**src/rtl/imm_pkg.sv**
```systemverilog
// ============================================================================
// Module      : imm_pkg
// Description : LEGv8 immediate formats, opcode match/mask pairs and field
//               positions shared by the immediate extend stage.
// Revision    : 1.0
// ============================================================================
`default_nettype none

package imm_pkg;

   typedef enum logic [2:0] {
      FMT_NONE = 3'd0,
      FMT_B    = 3'd1,
      FMT_CB   = 3'd2,
      FMT_D    = 3'd3,
      FMT_I    = 3'd4,
      FMT_IW   = 3'd5
   } imm_fmt_t;

   // Opcode classification: (instr & mask) == match
   localparam logic [31:0] c_b_mask    = 32'h7C00_0000;  // [30:26]
   localparam logic [31:0] c_b_match   = 32'h1400_0000;  // 00101
   localparam logic [31:0] c_cbz_mask  = 32'h7E00_0000;  // [30:25]
   localparam logic [31:0] c_cbz_match = 32'h3400_0000;  // 011010
   localparam logic [31:0] c_bc_mask   = 32'hFF00_0000;  // [31:24]
   localparam logic [31:0] c_bc_match  = 32'h5400_0000;  // 01010100
   localparam logic [31:0] c_iw_mask   = 32'h1F80_0000;  // [28:23]
   localparam logic [31:0] c_iw_match  = 32'h1280_0000;  // 100101
   localparam logic [31:0] c_ia_mask   = 32'h1F00_0000;  // [28:24]
   localparam logic [31:0] c_ia_match  = 32'h1100_0000;  // 10001
   localparam logic [31:0] c_il_mask   = 32'h1F80_0000;  // [28:23]
   localparam logic [31:0] c_il_match  = 32'h1200_0000;  // 100100
   localparam logic [31:0] c_d_mask    = 32'h3900_0000;  // [29:27],[24]
   localparam logic [31:0] c_d_match   = 32'h3800_0000;  // 111,0

   localparam int c_imm26_msb = 25;
   localparam int c_imm26_lsb = 0;
   localparam int c_imm19_msb = 23;
   localparam int c_imm19_lsb = 5;
   localparam int c_imm16_msb = 20;
   localparam int c_imm16_lsb = 5;
   localparam int c_hw_msb    = 22;
   localparam int c_hw_lsb    = 21;
   localparam int c_imm12_msb = 21;
   localparam int c_imm12_lsb = 10;
   localparam int c_imm9_msb  = 20;
   localparam int c_imm9_lsb  = 12;

   function automatic logic op_match(input logic [31:0] instr,
                                     input logic [31:0] mask,
                                     input logic [31:0] match);
      return (instr & mask) == match;
   endfunction

endpackage

`default_nettype wire

```
**src/rtl/imm_decode.sv**
```systemverilog
// ============================================================================
// Module      : imm_decode
// Description : Combinational LEGv8 format classifier and immediate extender.
//               Macro IMM_BRANCH_SHIFT_EN turns B/CB word offsets into bytes.
// Revision    : 1.0
// ============================================================================
`default_nettype none

module imm_decode
   import imm_pkg::*;
#(
   parameter int DATA_W = 64
) (
   input  logic [31:0]       instr,
   output imm_fmt_t          fmt,
   output logic [DATA_W-1:0] imm,
   output logic              illegal
);

   localparam logic [6:0] c_data_w = 7'(DATA_W);

   logic [25:0]       w_imm26;
   logic [18:0]       w_imm19;
   logic [15:0]       w_imm16;
   logic [1:0]        w_hw;
   logic [11:0]       w_imm12;
   logic [8:0]        w_imm9;
   logic [DATA_W-1:0] w_b_ext;
   logic [DATA_W-1:0] w_cb_ext;
   logic [DATA_W-1:0] w_d_ext;
   logic [DATA_W-1:0] w_i_ext;
   logic [DATA_W-1:0] w_iw_ext;
   logic [6:0]        w_iw_top;
   logic              w_iw_ill;

   assign w_imm26 = instr[c_imm26_msb:c_imm26_lsb];
   assign w_imm19 = instr[c_imm19_msb:c_imm19_lsb];
   assign w_imm16 = instr[c_imm16_msb:c_imm16_lsb];
   assign w_hw    = instr[c_hw_msb:c_hw_lsb];
   assign w_imm12 = instr[c_imm12_msb:c_imm12_lsb];
   assign w_imm9  = instr[c_imm9_msb:c_imm9_lsb];

`ifdef IMM_BRANCH_SHIFT_EN
   assign w_b_ext  = {{(DATA_W-28){w_imm26[25]}}, w_imm26, 2'b00};
   assign w_cb_ext = {{(DATA_W-21){w_imm19[18]}}, w_imm19, 2'b00};
`else
   assign w_b_ext  = {{(DATA_W-26){w_imm26[25]}}, w_imm26};
   assign w_cb_ext = {{(DATA_W-19){w_imm19[18]}}, w_imm19};
`endif

   assign w_d_ext  = {{(DATA_W-9){w_imm9[8]}}, w_imm9};
   assign w_i_ext  = {{(DATA_W-12){1'b0}}, w_imm12};
   // Shifting inside DATA_W bits performs the required truncation
   assign w_iw_ext = {{(DATA_W-16){1'b0}}, w_imm16} << {w_hw, 4'b0000};
   assign w_iw_top = {1'b0, w_hw, 4'b0000} + 7'd16;
   assign w_iw_ill = w_iw_top > c_data_w;

   always_comb begin
      fmt     = FMT_NONE;
      imm     = '0;
      illegal = 1'b0;
      if (op_match(instr, c_b_mask, c_b_match)) begin
         fmt = FMT_B;
         imm = w_b_ext;
      end else if (op_match(instr, c_cbz_mask, c_cbz_match) ||
                   op_match(instr, c_bc_mask, c_bc_match)) begin
         fmt = FMT_CB;
         imm = w_cb_ext;
      end else if (op_match(instr, c_iw_mask, c_iw_match)) begin
         fmt     = FMT_IW;
         illegal = w_iw_ill;
         imm     = w_iw_ill ? '0 : w_iw_ext;
      end else if (op_match(instr, c_ia_mask, c_ia_match) ||
                   op_match(instr, c_il_mask, c_il_match)) begin
         fmt = FMT_I;
         imm = w_i_ext;
      end else if (op_match(instr, c_d_mask, c_d_match)) begin
         fmt = FMT_D;
         imm = w_d_ext;
      end
   end

endmodule

`default_nettype wire

```
**src/rtl/imm_extend_stage.sv**
```systemverilog
// ============================================================================
// Module      : imm_extend_stage
// Description : Registered valid/ready immediate stage with a skid entry.
//               Optional macro IMM_BRANCH_SHIFT_EN (see imm_decode).
// Revision    : 1.0
// ============================================================================
`default_nettype none

module imm_extend_stage
   import imm_pkg::*;
#(
   parameter int DATA_W = 64,
   parameter int TAG_W  = 64
) (
   input  logic              clk,
   input  logic              rst,
   input  logic              in_valid,
   output logic              in_ready,
   input  logic [31:0]       in_instr,
   input  logic [TAG_W-1:0]  in_tag,
   output logic              out_valid,
   input  logic              out_ready,
   output logic [DATA_W-1:0] out_imm,
   output imm_fmt_t          out_fmt,
   output logic              out_illegal,
   output logic [TAG_W-1:0]  out_tag
);

   imm_fmt_t          w_dec_fmt;
   logic [DATA_W-1:0] w_dec_imm;
   logic              w_dec_ill;

   imm_decode #(.DATA_W(DATA_W)) u_decode (
      .instr   (in_instr),
      .fmt     (w_dec_fmt),
      .imm     (w_dec_imm),
      .illegal (w_dec_ill)
   );

   logic              r_main_valid, r_skid_valid, r_in_ready;
   logic [DATA_W-1:0] r_main_imm, r_skid_imm;
   imm_fmt_t          r_main_fmt, r_skid_fmt;
   logic              r_main_ill, r_skid_ill;
   logic [TAG_W-1:0]  r_main_tag, r_skid_tag;

   logic w_in_fire, w_out_fire;
   logic w_main_from_in, w_main_from_skid, w_skid_load;
   logic w_main_valid_nx, w_skid_valid_nx;

   // An input transfer implies the skid entry is empty
   assign w_in_fire        = in_valid & r_in_ready;
   assign w_out_fire       = r_main_valid & out_ready;
   assign w_main_from_skid = w_out_fire & r_skid_valid;
   assign w_main_from_in   = w_in_fire & (~r_main_valid | w_out_fire);
   assign w_skid_load      = w_in_fire & r_main_valid & ~w_out_fire;
   assign w_main_valid_nx  = w_main_from_in | w_main_from_skid | (r_main_valid & ~w_out_fire);
   assign w_skid_valid_nx  = w_skid_load | (r_skid_valid & ~w_main_from_skid);

   always_ff @(posedge clk or posedge rst) begin
      if (rst) begin
         r_main_valid <= 1'b0;
         r_skid_valid <= 1'b0;
         r_in_ready   <= 1'b1;
      end else begin
         r_main_valid <= w_main_valid_nx;
         r_skid_valid <= w_skid_valid_nx;
         r_in_ready   <= ~w_skid_valid_nx;
      end
   end

   always_ff @(posedge clk or posedge rst) begin
      if (rst) begin
         r_main_imm <= '0;
         r_main_fmt <= FMT_NONE;
         r_main_ill <= 1'b0;
         r_main_tag <= '0;
      end else if (w_main_from_skid) begin
         r_main_imm <= r_skid_imm;
         r_main_fmt <= r_skid_fmt;
         r_main_ill <= r_skid_ill;
         r_main_tag <= r_skid_tag;
      end else if (w_main_from_in) begin
         r_main_imm <= w_dec_imm;
         r_main_fmt <= w_dec_fmt;
         r_main_ill <= w_dec_ill;
         r_main_tag <= in_tag;
      end
   end

   always_ff @(posedge clk or posedge rst) begin
      if (rst) begin
         r_skid_imm <= '0;
         r_skid_fmt <= FMT_NONE;
         r_skid_ill <= 1'b0;
         r_skid_tag <= '0;
      end else if (w_skid_load) begin
         r_skid_imm <= w_dec_imm;
         r_skid_fmt <= w_dec_fmt;
         r_skid_ill <= w_dec_ill;
         r_skid_tag <= in_tag;
      end
   end

   assign in_ready    = r_in_ready;
   assign out_valid   = r_main_valid;
   assign out_imm     = r_main_imm;
   assign out_fmt     = r_main_fmt;
   assign out_illegal = r_main_ill;
   assign out_tag     = r_main_tag;

endmodule

`default_nettype wire

```
**config.mk**
```make
export PLATFORM = sky130hd
export DESIGN_NAME = imm_extend_stage
export DESIGN_NICKNAME = d
export VERILOG_FILES = /design/src/rtl/imm_pkg.sv /design/src/rtl/imm_decode.sv /design/src/rtl/imm_extend_stage.sv
export SDC_FILE = /design/constraint.sdc
export NUM_CORES = 1
export LEC_CHECK = 0
export CAP_MARGIN = 20
export CORE_MARGIN = 3
export CORE_UTILIZATION = 55
export DETAILED_ROUTE_END_ITERATION = 8
export DONT_BUFFER_PORTS = 1
export HOLD_SLACK_MARGIN = 0.03
export MAX_ROUTING_LAYER = met4
export PLACE_DENSITY = 0.7
export REMOVE_ABC_BUFFERS = 1
export SLEW_MARGIN = 20
export SYNTH_ARGS = -nofsm -noshare
export SYNTH_HDL_FRONTEND = slang
export SYNTH_SLANG_ARGS = --single-unit
export TNS_END_PERCENT = 100
```
**constraint.sdc**
```tcl
create_clock -name clk -period 18.85 [get_ports clk]
set_input_delay 2.8275 -clock clk [delete_from_list [all_inputs] [get_ports clk]]
set_output_delay 2.8275 -clock clk [all_outputs]
set_load 0.02 [all_outputs]
```
* Word-level counts from Yosys, hierarchy flattened
Cells that the tools add are included.
** Word-level totals
- ROM bits :: 0
- Input port bits :: 100
- Register bits after elaboration :: 267
- Logic and storage cells :: 62
- Memories kept :: 0
- Bits in latches :: 0
- Bits in writable memories :: 0
** Operators by class
- $add $sub $neg :: 1
- Multiplexer cells :: 22
- Order comparisons :: 1
- $mul :: 0
- Eq/ne operators :: 7
- Divide/modulo/power cells :: 0
- Shifts and indexed selects :: 1
- Reduce and logical (&&, ||, !) cells :: 3
- Bitwise gates (word level) :: 16
** Operator list (number)
- $mux W64 :: 10
- $shl A16 B6 Y64 :: 1
- $mux W3 :: 6
- $eq A6 B6 Y1 const B :: 2
- $and A1 B1 Y1 :: 8
- $eq A8 B7 Y1 const B :: 1
- $add A6 B5 Y7 const B :: 1
- $gt A7 B7 Y1 const B :: 1
- $eq A6 B5 Y1 const B :: 1
- $eq A5 B3 Y1 const B :: 1
- $eq A5 B5 Y1 const B :: 1
- $mux W1 :: 5
- $eq A4 B4 Y1 const B :: 1
- $not A1 Y1 :: 4
- $or A1 B1 Y1 :: 4
- $logic_or A1 B1 Y1 :: 2
- $mux W2 :: 1
- $reduce_bool A2 Y1 :: 1

* Logic depth before layout (Yosys ltp)
Gate-level depths: netlist of the first run.
- Depth in word-level cells :: 8
- Gate-level depth with buffers :: 8
- Mapped depth without buffers :: 5

* Modules after synthesis
A second synthesis of the first run with hierarchy kept.
** Unflattened totals
- Cells, all modules :: 863
- Area, all modules :: 12657.1 um2
** Modules (own cells, without submodules)
- imm_extend_stage :: times used 1, cells an instance 722, area an instance 11491.0 um2
- imm_decode :: times used 1, cells an instance 141, area an instance 1166.1 um2

* Least setup slack after synthesis of the first run
OpenSTA, ideal clock, no wires.
- Path type :: in2reg
- Start :: in in_instr[27]
- End :: reg r_main_imm[12], in the netlist out_imm[12]
- Setup time :: 95 ps
- Buffers on the path :: 1
- Arrival time :: 4256 ps
- Stages on the path :: 6
- Slack :: 14498 ps
- Cells stage by stage :: or3b_4 or4_4 nand2_4 buf_8 a21oi_2 o31ai_1
** Between the ends
- Longest elaborated chain between the ends :: 8
** Ends and longest elaborated chain
- from (decl) :: line imm_extend_stage.sv:19 : input logic [31:0] in_instr,
- $eq A4 B4 Y1, or another cell as far along :: line imm_pkg.sv:52 : return (instr & mask) == match;
- $mux W64 or $logic_or A1 B1 Y1 (tied branches) :: line imm_decode.sv:77, imm_decode.sv:73
- $mux W64 :: line imm_decode.sv:73 : end else if (op_match(instr, c_ia_mask, c_ia_match) ||
- $mux W64 :: line imm_decode.sv:69 : end else if (op_match(instr, c_iw_mask, c_iw_match)) begin
- $mux W64 :: line imm_decode.sv:65 : end else if (op_match(instr, c_cbz_mask, c_cbz_match) ||
- $mux W64 (*) :: line imm_decode.sv:62 : if (op_match(instr, c_b_mask, c_b_match)) begin
- $mux W64 (*) :: line imm_extend_stage.sv:82 : end else if (w_main_from_in) begin
- $mux W64 (*) :: line imm_extend_stage.sv:77 : end else if (w_main_from_skid) begin
- to (signal assigned) :: line imm_extend_stage.sv:78 : r_main_imm <= r_skid_imm;
- to (signal assigned) :: line imm_extend_stage.sv:83 : r_main_imm <= w_dec_imm;
- to (decl) :: line imm_extend_stage.sv:41 : logic [DATA_W-1:0] r_main_imm, r_skid_imm;
Mark *: on every way between the ends. The rest lies on a longest branch, timed or not. The select of a mux whose other input is x is not followed.
A chain may end at the register's enable or synchronous reset.

* Worst setup path after layout of the first run
- Start :: in in_valid
- End :: reg r_main_imm[11], in the netlist out_imm[11]
** Between the ends
- Longest elaborated chain between the ends :: 3
** Ends and longest elaborated chain
- from (decl) :: line imm_extend_stage.sv:17 : input logic in_valid,
- $and A1 B1 Y1 :: line imm_extend_stage.sv:51 : assign w_in_fire = in_valid & r_in_ready;
- $and A1 B1 Y1 :: line imm_extend_stage.sv:54 : assign w_main_from_in = w_in_fire & (~r_main_valid | w_out_fire);
- $reduce_bool A2 Y1 (no line)
Every way passes these cells.

==> results of run 1 <==
layout by cell type (no fill, tap or decap), types with 12 or more instances in the layout:
cell type,synthesis,routed
dfrtp_1,266,266
nand2_1,265,264
o21ai_0,111,111
a222oi_1,71,71
inv_1,69,68
a22oi_1,61,61
a21oi_1,49,48
clkbuf_16,0,29
nor2_1,16,15
a221oi_1,15,15
o31ai_1,12,12
stage by stage:
stage	power [W]	instances	util	hold slack (ns)	area, sq um
after global placement	0.00141	1277	0.569	0.458	11200
after detailed placement	0.00143	1279	0.571	0.461	11200
after floorplan	0.00129	1003	-	0.445	10700
after global routing	0.00206	1327	0.617	0.490	12100
after CTS	0.00197	1327	0.617	0.475	12100
final	0.00195	1327	0.617	0.474	12100
worst min-delay path by stage:
stage | start | endpoint | slack, ns | cells after the start
2_1_floorplan | r_skid_tag[0] | r_skid_tag[0] | 0.44 | 2
3_3_place_gp | r_skid_tag[16] | r_skid_tag[16] | 0.46 | 2
3_5_place_dp | r_skid_tag[39] | r_skid_tag[39] | 0.46 | 2
4_1_cts | r_skid_tag[17] | r_skid_tag[17] | 0.48 | 2
5_1_grt | r_skid_tag[12] | r_skid_tag[12] | 0.49 | 2
6_report | r_skid_tag[20] | r_skid_tag[20] | 0.47 | 2
routing by layer:
layer / share of wire / up-vias / GRT usage
met3: 0.12 / 47 / 0.0843
met1: 0.40 / 4247 / 0.357
met5: 0 / - / -
li1: - / 3800 / -
met4: 0.023 / 0 / 0.0629
met2: 0.46 / 374 / 0.407
power groups by stage:
stage	Clock, W	Combinational [W]	Sequential [W]
final	0.000536	0.000378	0.00104
after global routing	0.000567	0.000437	0.00106
after CTS	0.000545	0.000382	0.00104
after detailed placement	0	0.000381	0.00105
after global placement	0	0.000368	0.00104
after floorplan	0	0.000290	0.000995
kinds of logic after synthesis:
| family | count (synthesis) | share of synthesized area |
|---|---|---|
| buffers and inverters | 157 | 0.0556 |
| AOI/OAI and AO/OA | 355 | 0.222 |
| and+or+nand+nor | 312 | 0.117 |
| DFF | 267 | 0.605 |
cells in the mapped netlist (all sizes together), types with 3 or more instances:
master and n:
dfrtp 266, and3 10, buf 10, inv 69, a222oi 71, clkbuf 78
o31ai 12, nor2 17, and2 3, a221oi 15, a22oi 61, a221o 3
a21boi 3, a21oi 52, o21ai 120, nand2b 3, o22ai 8, nand2 266
final cells by class:
| class | count | area share |
|---|---|---|
| clock buffer | 45 | 0.0708 |
| clock inverter | 3 | 0.00331 |
| inverter | 69 | 0.0220 |
| multi-input combinational | 667 | 0.315 |
| sequential | 267 | 0.553 |
| tap | 265 | 0.0274 |
| timing repair buffer | 11 | 0.00880 |
critical path: cells and delay by family:
kind / cells / cell delay [ns]
compound gates: 2 / 0.38
buf+inv: 1 / 0.85
simple gates: 3 / 0.83
registers in the layout, summed over array words and instances (netlist names):
register      count
out_imm          64
out_tag          64
r_skid_imm       64
r_skid_tag       64
out_fmt           3
r_skid_fmt        3
in_ready          1
out_illegal       1
out_valid         1
r_skid_ill        1
r_skid_valid      1
==> impl_metrics.toml, run 1 <==
[final_layout]
synthToLayoutAreaGrowth_pct = 9.49
seqCellArea_sq_mm = 0.00668
multi_input_area_sq_mm = 0.00380
n_antenna_cell = 0
layout.nets = 1144
nFillCells = 1591
layout-drive-gt1-share = 0.0678

[synthesis]
syn_area_sq_mm = 0.0110
synth-main-ff-cell = "dfrtp_1"
synth_top_area_frac = 0.603
async_flop_share = 1.00
syn_inst = 1091
synth.area.top_cells = "dfrtp_1, nand2_1, a222oi_1"
seq_area_frac_synth = 0.605
ys_warn_count = 0
synth.distinct_cells = 49
syn_avg_cell_area_sq_um = 10.1
synth_edf_count = 0
ys_seq_elements = 267
yosysTopAreaCell = "dfrtp_1"

[setup_path]
cp-startpoint = "in_valid"
endpoint = "out_imm[11]"
cp_max_fo = 84
r2r_slack_ns = 16.05
r2r-start = "out_valid"
cp_slowest_cell = "buf_4"
cpPeakStageDelay_ns = 0.85
critPathArrivalTime_ns = 4.99
crit_top_cell = "nand2_1"
r2r_end = "out_imm[11]"
worstSetupPathType = "input pin to flop"
path_cells = "nand2_1 -> nand2_1 -> nand2_4 -> buf_4 -> a22oi_1 -> o31ai_1"
worstRegToRegCells = 5
worstSetupEndpointType = "flop"
worstPathRequired_ns = 19.27
cp-start-kind = "input pin"

[floorplan]
die_y_microns = 148
die_x_microns = 148
top_level_ports = 234
dieArea_sq_mm = 0.0218
initial_utilization = 0.564
row_count = 51
core-area_sq_mm = 0.0196

[route]
drc = 0
vias_per_cell = 6.38
wl_per_cell_microns = 22.1
dr_total_vias = 8468
drt_first_iter_violations = 1018
wl_mm = 29.3
ant_nets = 0
dr.pass1.iters = 9

[sta]
tightestPinTransition_ns = 1.07
finalMaxSlewViolations = 0
fin_ws_ns = 14.28
hold_violations = 0
max_freq_ghz = 0.219
timing.final.crit_share = 0.243
setup_viol = 0
finalCriticalPeriod_ns = 4.57
slew_headroom = 0.287
grt_setup_unrepaired = "false"
skew_ns = 0.00884
final.setup.tns_ns = 0

[grt]
grt_usage = 0.268
grt_max_degree = 121
antenna_found_initial = 0
overflow = 0
grt_pass1_vias = 8103
grt_pass1_wl_mm = 46.0

[run_status]
status = "complete, no violations"

[clocking]
cts_setup_buffers = 0
cts_tree = "built"
clockBufferDepth = 3
worstSkewPairLatency_ns = 0.53
clk_pin_slew_worst_paths_ns = 0.06
root_buffer = "clkbuf_16"
ctsResizeCount = 0
cts_buffers = 28
clock_sinks = 267
htree_levels = 1
cts_hold_buffers = 0

[job]
cap_violations = 0

[place]
port_buffers = 0
pre_cts_slack_ns = 13.82
finalWeightedCongestion = 0.793
hpwl_mm = 18.0

[power]
leakagePower_nw = 5.80
switching_share = 0.373
powerDensity_mw_per_mm2 = 162
pwr-share-comb = 0.193
p_seq_frac = 0.533
p_sw_w = 0.000729
clockPowerShare = 0.274
peakVddDrop_v = 0.0000783
cell_internal_pwr_w = 0.00123

[worst_hold_path]
min_path_type = "flop to flop"
Note: power is estimated with default switching activity, not from simulation.
==> run 2, diff against run 1 <==
--- a/config.mk
+++ b/config.mk
@@ -12,7 +12,7 @@
 export DONT_BUFFER_PORTS = 1
 export HOLD_SLACK_MARGIN = 0.03
 export MAX_ROUTING_LAYER = met4
-export PLACE_DENSITY = 0.7
+export PLACE_DENSITY = 0.73
 export REMOVE_ABC_BUFFERS = 1
 export SLEW_MARGIN = 20
 export SYNTH_ARGS = -nofsm -noshare
==> constraint.sdc (replaced) <==
create_clock -name clk -period 3.8 [get_ports clk]
set_input_delay 0.57 -clock clk [delete_from_list [all_inputs] [get_ports clk]]
set_output_delay 0.57 -clock clk [all_outputs]
set_load 0.02 [all_outputs]
==> run 2 against run 1 <==
  * Largest cell class unchanged
  * Combinational power rose to 5.2 times the previous value
  * First-iteration DRC count shrank 2.8%
  * Cell count grew 0.45%
  * Routed wire length increased by 1.1%
  * Largest power group unchanged
  * Register-to-register slack worse by 15 ns
==> impl_metrics.toml, run 2 (synthesis results as in run 1) <==
[final_layout]
layout-drive-gt1-share = 0.0721
layout.nets = 1149
n_antenna_cell = 0
layout_common_cells = "dfrtp_1, nand2_1, o21ai_0"
nFillCells = 1617
final_util = 0.619
final_common_cell = "dfrtp_1"
final_cell_area_sq_mm = 0.0121
synthToLayoutAreaGrowth_pct = 9.91

[setup_path]
r2r_slack_ns = 1.37
cpPeakStageDelay_ns = 0.70
crit_family = "simple AND/OR/NAND/NOR gates"
worstSetupEndpointType = "flop"
crit_top_cell = "nand2_1"
crit_buf_inv = 1
r2r-start = "out_valid"
worstRegToRegCells = 5
worstSetupPathType = "flop to flop"
cp_max_fo = 79
critPathArrivalTime_ns = 2.90
worstPathRequired_ns = 4.26
path_cells = "nand2b_1 -> or2_4 -> buf_4 -> nand2_1 -> nand2_1"
r2r_end = "r_skid_tag[57]"
cp-start-kind = "flop"
cp_slowest_cell = "or2_4"

[grt]
grt_pass1_vias = 8311
antenna_found_initial = 0
grt_usage = 0.274
overflow = 0
grt_pass1_wl_mm = 47.1
grt_max_degree = 114

[floorplan]
top_level_ports = 234
die_x_microns = 148
dieArea_sq_mm = 0.0218
die_y_microns = 148
row_count = 51
initial_utilization = 0.564
core-area_sq_mm = 0.0196

[route]
drt_first_iter_violations = 990
wl_mm = 29.6
vias_per_cell = 6.41
drc = 0
ant_nets = 0
wl_per_cell_microns = 22.2
dr_total_vias = 8538
dr.pass1.iters = 9

[clocking]
clk_pin_slew_worst_paths_ns = 0.06
clockBufferDepth = 3
root_buffer = "clkbuf_16"
cts_buffers = 27
cts_hold_buffers = 0
worstSkewPairLatency_ns = 0.54
cts_setup_buffers = 0
cts_tree = "built"
ctsResizeCount = 0
htree_levels = 1
clock_sinks = 267

[sta]
finalCriticalPeriod_ns = 2.43
fin_ws_ns = 1.37
final.setup.tns_ns = 0
hold_violations = 0
max_freq_ghz = 0.411
grt_setup_unrepaired = "false"
finalMaxSlewViolations = 0
tightestPinTransition_ns = 0.967
setup_viol = 0
skew_ns = 0.0174
slew_headroom = 0.354
timing.final.crit_share = 0.640

[place]
pre_cts_slack_ns = 1.09
finalWeightedCongestion = 0.841
postPlaceCellArea_sq_mm = 0.0113
port_buffers = 0
hpwl_mm = 18.4

[power]
p_seq_frac = 0.534
switching_share = 0.378
clockPowerShare = 0.265
pwr-share-comb = 0.201
powerDensity_mw_per_mm2 = 800
cell_internal_pwr_w = 0.00604
peakVddDrop_v = 0.000403
power.total_w = 0.00970
p_sw_w = 0.00367
leakagePower_nw = 5.83

[job]
cap_violations = 0

[worst_hold_path]
min_path_type = "input pin to asynchronous set/reset pin"

[run_status]
status = "complete, no violations"
==> run 2: cell count changes in the layout (fill, tap and decap cells not counted), sizes merged <==
| cell | change |
|---|---|
| buf | +6 |
| clkbuf | -1 |
| inv | +1 |
==> run 2: worst max path at each step <==
| stage | startpoint | depth (start not counted) | slack (ns) | end |
|---|---|---|---|---|
| after CTS | out_valid | 5 | 1.34 | r_skid_tag[8] |
| final | out_valid | 5 | 1.37 | r_skid_tag[57] |
| after detailed placement | in_instr[27] | 6 | 1.09 | out_imm[60] |
| after global placement | in_instr[27] | 6 | 1.18 | out_imm[49] |
| after global routing | out_valid | 5 | 1.14 | r_skid_tag[0] |
| after floorplan | rst | 1 | -4.12 | out_fmt[0] |
==> run 2: layout make-up <==
class	instances	area [sq um]	area share
flip-flops and latches	267	6680	0.551
well taps	265	332	0.0273
repair buffers	17	190	0.0157
inverters	69	267	0.0220
multi-input cells	667	3800	0.313
clock inverters	4	48.8	0.00402
clock buffers	44	810	0.0667
==> run 2: stage by stage <==
stage,hold WS (ns),std cells
2_1_floorplan,0.445,1003
3_3_place_gp,0.456,1285
3_5_place_dp,0.462,1285
4_1_cts,0.0764,1333
5_1_grt,0.0898,1333
6_report,0.0401,1333
==> run 2: power groups by stage <==
| stage | Combinational, W | Sequential [W] | Clock, W |
|---|---|---|---|
| after global routing | 0.00224 | 0.00528 | 0.00273 |
| after global placement | 0.00187 | 0.00518 | 0 |
| after floorplan | 0.00144 | 0.00494 | 0 |
| after CTS | 0.00197 | 0.00517 | 0.00261 |
| after detailed placement | 0.00196 | 0.00520 | 0 |
| final | 0.00195 | 0.00518 | 0.00257 |
==> run 2: metal layers <==
metal  vias up  global-route usage  part of all wire  wire length, microns
li1       3808                   -                 -                     -
met1      4258               0.362              0.38                 11400
met2       416               0.401              0.46                 13600
met3        56               0.105              0.13                  3880
met4         0              0.0769             0.024                   722
met5         -                   -                 0                     0
